File: src/rtl/regfile_dump_reader_pkg.sv
// rtl/regfile_dump_reader_pkg.sv - shared constants and state codes for the register-file dump path
package regfile_dump_reader_pkg;

  localparam int NREGS = 32;
  localparam int AW    = 5;
  localparam int DW    = 32;

  typedef logic [1:0] state_t;

  localparam state_t IDLE   = 2'd0;
  localparam state_t LOAD   = 2'd1;
  localparam state_t STREAM = 2'd2;

  // Window length as loaded into the remain counter; zero selects the whole file.
  function automatic logic [AW:0] window_len(input logic [AW:0] count);
    return (count == '0) ? (AW+1)'(NREGS) : count;
  endfunction

  function automatic logic [AW-1:0] next_idx(input logic [AW-1:0] idx);
    return (idx == AW'(NREGS - 1)) ? '0 : idx + 1'b1;
  endfunction

endpackage

File: src/rtl/regfile_dump_reader.sv
// rtl/regfile_dump_reader.sv - streams a window of RV32I registers out through read port RA2/RD2
module regfile_dump_reader
  import regfile_dump_reader_pkg::*;
(
  input  logic          clk,
  input  logic          rst,
  input  logic          start,
  input  logic [AW-1:0] start_idx,
  input  logic [AW:0]   count,
  input  logic          abort,
  output logic [AW-1:0] ra,
  input  logic [DW-1:0] rd,
  output logic          out_valid,
  input  logic          out_ready,
  output logic [DW-1:0] out_data,
  output logic [AW-1:0] out_addr,
  output logic          out_last,
  output logic          busy,
  output logic          done
);

  state_t        state;
  logic [AW-1:0] ptr;
  logic [AW:0]   remain;
  logic          handshake;
  logic          capture;

  assign ra        = ptr;
  assign busy      = (state != IDLE);
  assign handshake = out_valid && out_ready;
  // rd is combinational off ptr, so a beat is captured the same cycle its address is presented.
  assign capture   = (state == LOAD) || ((state == STREAM) && handshake && (remain != '0));

  always_ff @(posedge clk or posedge rst) begin
    if (rst) begin
      state     <= IDLE;
      ptr       <= '0;
      remain    <= '0;
      out_valid <= 1'b0;
      out_data  <= '0;
      out_addr  <= '0;
      out_last  <= 1'b0;
      done      <= 1'b0;
    end else begin
      done <= 1'b0;
      if (abort) begin
        state     <= IDLE;
        out_valid <= 1'b0;
      end else begin
        case (state)
          IDLE: begin
            if (start) begin
              ptr    <= start_idx;
              remain <= window_len(count);
              state  <= LOAD;
            end
          end
          LOAD:   state <= STREAM;
          STREAM: begin
            if (handshake && (remain == '0)) begin
              out_valid <= 1'b0;
              done      <= 1'b1;
              state     <= IDLE;
            end
          end
          default: state <= IDLE;
        endcase

        if (capture) begin
          out_data  <= rd;
          out_addr  <= ptr;
          out_last  <= (remain == (AW+1)'(1));
          ptr       <= next_idx(ptr);
          remain    <= remain - 1'b1;
          out_valid <= 1'b1;
        end
      end
    end
  end

endmodule
File: config.mk
export PLATFORM = sky130hd
export DESIGN_NAME = regfile_dump_reader
export DESIGN_NICKNAME = d
export VERILOG_FILES = /design/src/rtl/regfile_dump_reader_pkg.sv /design/src/rtl/regfile_dump_reader.sv
export SDC_FILE = /design/constraint.sdc
export NUM_CORES = 1
export LEC_CHECK = 0
export CAP_MARGIN = 40
export CORE_UTILIZATION = 67
export DETAILED_ROUTE_END_ITERATION = 8
export DONT_BUFFER_PORTS = 1
export PLACE_DENSITY = 0.8
export SYNTH_ARGS = -nofsm -noshare
export SYNTH_HDL_FRONTEND = slang
export SYNTH_SLANG_ARGS = --single-unit
File: constraint.sdc
create_clock -name clk -period 3.65 [get_ports clk]
set_input_delay 0.73 -clock clk [delete_from_list [all_inputs] [get_ports clk]]
set_output_delay 0.73 -clock clk [all_outputs]
set_load 0.01 [all_outputs]
Yosys cells after proc, flatten, opt, wreduce, memory -nomap -nowiden
Index checks and enable logic that the tools add are counted.
{"block": "totals", "ff_bits": 53, "out_inout_bits": 46, "input_bits": 48}
{"block": "classes", "n_eq_ne": 6, "addsub": 2, "n_reduce_logical": 18, "muxes": 19, "bitwise_logic": 1}
{"op": "$mux W6", "n": 4}
{"op": "$mux W5", "n": 4}
{"op": "$logic_not A6 Y1", "n": 2}
{"op": "$mux W1", "n": 7}
{"op": "$eq A6 B1 Y1 const B", "n": 1}
{"op": "$mux W2", "n": 3}
{"op": "$pmux W2 S3", "n": 1}
{"op": "$reduce_and A2 Y1", "n": 3}
{"op": "$reduce_bool A2 Y1", "n": 3}
{"op": "$reduce_bool A3 Y1", "n": 2}
{"op": "$reduce_bool A6 Y1", "n": 1}
{"op": "$sub A6 B1 Y6 const B", "n": 1}
{"op": "$add A5 B1 Y5 const B", "n": 1}
{"op": "$eq A5 B5 Y1 const B", "n": 1}
{"op": "$logic_and A1 B1 Y1", "n": 4}
{"op": "$ne A3 B2 Y1 const B", "n": 1}
{"op": "$ne A3 B3 Y1 const B", "n": 1}
{"op": "$reduce_and A3 Y1", "n": 1}
{"op": "$eq A2 B1 Y1 const B", "n": 1}
{"op": "$eq A2 B2 Y1 const B", "n": 1}
{"op": "$logic_not A2 Y1", "n": 1}
{"op": "$logic_or A1 B1 Y1", "n": 1}
{"op": "$not A1 Y1", "n": 1}

Longest topological paths before layout
{"block": "logic_depth", "ltp_word": 6, "mapped_depth": 8, "mapped_depth_nobuf": 7}

Worst setup path before layout
OpenSTA, ideal clock, no wires.
{"block": "synth_timing", "kind": "input port to flip-flop", "startpoint": "input out_ready", "endpoint": "register out_data[10]", "stages": 5, "setup_time_ns": 0.125, "n_path_buf": 1, "required_ns": 3.525, "arrival_ns": 1.825, "path_slack_ns": 1.700, "cell_sequence": "nand4b_1 > a21o_4 > a21oi_1 > buf_2 > mux2_2"}
{"block": "synth_via", "elab_chain_len": 5}
{"item": "start: declaration", "line_no": "regfile_dump_reader.sv:14", "source": "input logic out_ready,"}
{"item": "$logic_and A1 B1 Y1", "line_no": "regfile_dump_reader.sv:30", "source": "assign handshake = out_valid && out_ready;"}
{"item": "$logic_and A1 B1 Y1 (2 in series)", "line_no": "regfile_dump_reader.sv:32", "source": "assign capture = (state == LOAD) || ((state == STREAM) && handshake && (remain != '0));"}
{"item": "$logic_or A1 B1 Y1", "line_no": "regfile_dump_reader.sv:32"}
{"item": "$reduce_and A2 Y1 (no source line)"}
{"item": "end signal: assignment", "line_no": "regfile_dump_reader.sv:70", "source": "out_data <= rd;"}
{"item": "end: declaration", "line_no": "regfile_dump_reader.sv:15", "source": "output logic [DW-1:0] out_data,"}
Every way passes these cells.
A chain may end at the register's enable or synchronous reset.

Final worst setup path
{"block": "layout_timing", "startpoint": "register remain[0]", "endpoint": "register out_data[5]"}
{"block": "layout_via", "elab_chain_len": 4}
{"item": "start: declaration", "line_no": "regfile_dump_reader.sv:24", "source": "logic [AW:0] remain;"}
{"item": "start signal: assignment", "line_no": "regfile_dump_reader.sv:54", "source": "remain <= window_len(count);"}
{"item": "start signal: assignment", "line_no": "regfile_dump_reader.sv:74", "source": "remain <= remain - 1'b1;"}
{"item": "$reduce_bool A6 Y1", "line_no": "regfile_dump_reader.sv:32"}
{"item": "$logic_and A1 B1 Y1", "line_no": "regfile_dump_reader.sv:32"}
{"item": "$logic_or A1 B1 Y1", "line_no": "regfile_dump_reader.sv:32"}
{"item": "$reduce_and A2 Y1 (no source line)"}
Every way passes these cells.

==> impl_metrics.ini <==
[pwr]
static-leakage-power_nw = 1.061
peakVddDrop_mv = 0.4037
power.density_mw_per_mm2 = 603.3

[synth]
ys_seq_area_share_pct = 56.62
async_flop_share_pct = 100.0
ys_dominant_reg_cell = dfrtp_1
syn_inst = 180
synth_area_mm2 = 0.002342
synthDistinctLibCells = 37
synth_fp_nets = 232
synth.ff_latch_count = 53
synth_edf_count = 0
synth_top_area_share_pct = 56.62
yosysTopAreaCell = dfrtp_1
syn-mean-instance-area_um2 = 13.01
yosys_warnings = 0
synth_area_leaders = dfrtp_1, mux2_2, ha_1, mux2i_1, a21oi_1

[global_routing]
grt_pass1_vias = 1395
grt_max_degree = 31
grt_pass1_wl_um = 6196
track_usage_pct = 22.87
grt_util_met3_pct = 7.143
use_met2_pct = 36.18
antenna_found_initial = 0
met1_usage_pct = 29.72
busiest_layer = met2
overflow = 0

[placed_design]
dp_slack_ps = 1114
globalplace.congestion = 0.9084
io_buffers = 0
dpl_cell_area_mm2 = 0.002386
hpwl_um = 3253
dp_cells = 221

[run]
cap_violations = 0

[timing]
setup_ws_ps = 1122
maxSlewHeadroom_pct = 50.74
slew_viol_final = 0
finalCritPeriodShare_pct = 69.26
worst_pin_slew_ps = 738.9
fmax_mhz = 395.6
hold_viol = 0
finalSetupTns_ps = 0
rsz0062_at_grt = no
finClkSkew_ps = 7.319
setup_viol = 0
min_period_ps = 2528

[clock_network]
clockBufferDepth = 2
clockRootBuffer = clkbuf_4
cts_tree = built
cts_inserted_buffers = 5
path_clk_slew_ps = 140
cts-hold-fix-buffers = 0
htree_levels = 2
post_cts_resized = 0
cts.sinks = 53
cts_setup_buffers = 0
clock_latency_ps = 350

[critical_path]
critPathTopFamily = compound AO/OA/AOI/OAI gates
cp.arrival_ps = 2770
critPathSlowestCell = a21oi_4
critPathMaxStageDelay_ps = 530
worst-endpoint-required_ps = 3900
cp-start-kind = register
crit_type = register to register
path_cells = inv_1, ha_1, a21o_4, a21oi_4, buf_4, mux2_2
critPathBufInv = 2
cp-end-kind = register
cp_max_fo = 21

[die]
fp-row-count = 21
die-area_mm2 = 0.003736
initial_core_util_pct = 70.19
chipWidth_um = 61.13
num_io_pins = 94
die_h_um = 61.13
core_mm2 = 0.003337

[run_status]
status = finished, final reports clean

[detailed_routing]
drt_iter0_drc = 94
drtAntennaViolNets = 0
via_per_inst = 6.395
dr_total_vias = 1458
wl_per_cell_um = 18.99
drc = 0
first_pass_iters = 4
wirelength_um = 4330

[cells_and_area]
utilization_pct = 73.27
nets = 234
fin_cells = 228
area_growth_pct = 4.380
drive_gt1_share_pct = 29.67
insertedDiodeCount = 0
fin_area_mm2 = 0.002445

[worst_hold_path]
hold_class = primary input to asynchronous set/reset pin
per-stage QoR:
| stage | total power, mW | hold WS (ps) |
|---|---|---|
| floorplan | 1.152 | 490.6 |
| global placement | 1.200 | 519.0 |
| CTS | 1.488 | 270.4 |
| global route | 1.556 | 295.7 |
| finish | 1.475 | 273.7 |
| detailed placement | 1.233 | 544.0 |
worst paths after layout:
path                                start  depth (start not counted)     endpoint  slack, ps
worst max-delay path            remain[0]                          6  out_data[5]       1120
worst min-delay path                  rst                          1  out_addr[1]        270
worst max register to register  remain[0]                          6  out_data[5]       1120
worst min register to register  remain[0]                          1    remain[0]        560
max in group asynchronous             rst                          2  out_data[5]       2850
min in group clk                    abort                          1     state[1]        420
layer usage:
metal	vias to the layer above	part of all wire, %
li1	650	-
met1	709	39
met2	89	49
met3	10	10
met4	0	1.7
met5	-	0
cells by family (layout without fill, tap and decap cells):
logic type | count (synthesis) | in the layout | share of synthesized area, %
and+or+nand+nor | 36 | 36 | 8.975
muxes | 42 | 42 | 19.93
adders and majority gates | 4 | 4 | 2.137
AOI/OAI and AO/OA | 30 | 30 | 8.654
DFF | 53 | 53 | 56.62
buffers and inverters | 15 | 17 | 3.686
flip-flops by register name, summed over array words and instances (netlist names):
register,cells
out_data,32
remain,6
out_addr,5
ra,5
state,2
done,1
out_last,1
out_valid,1
power by group:
part	total, mW	switching [mW]	internal [mW]
logic	0.263	0.111	0.152
registers	0.955	0.207	0.748
clock network	0.257	0.167	0.0906
cell usage in the layout (no fill, tap or decap), types with 3 or more instances in the layout:
master	instances
clkbuf_4	5
mux2i_1	5
a21oi_1	8
o21ai_0	6
inv_1	6
a22o_1	4
nand3_1	6
nor2_1	8
nand2_1	3
ha_1	4
mux2_2	37
dfrtp_1	53
final cells by class:
cell class | instances | area (um2)
sequential | 53 | 1326
clock buffer | 6 | 51.30
tap | 46 | 57.56
timing repair buffer | 3 | 35.03
inverter | 7 | 26.28
fill | 235 | 892.1
clock inverter | 1 | 7.507
multi-input combinational | 112 | 940.9
cell usage after synthesis (2+ instances only):
master and count:
dfrtp_1 53, mux2_2 37, a21oi_1 9, nor2_1 8, inv_1 7, nand3_1 6, o21ai_0 6, buf_2 5
mux2i_1 5, a22o_1 4, ha_1 4, nand2_1 3, a22oi_1 2, and2_1 2, and3_1 2, nand4_1 2
nor2b_1 2, nor3_1 2, o31ai_1 2, or2_2 2
Note: power is estimated with default switching activity, not from simulation.
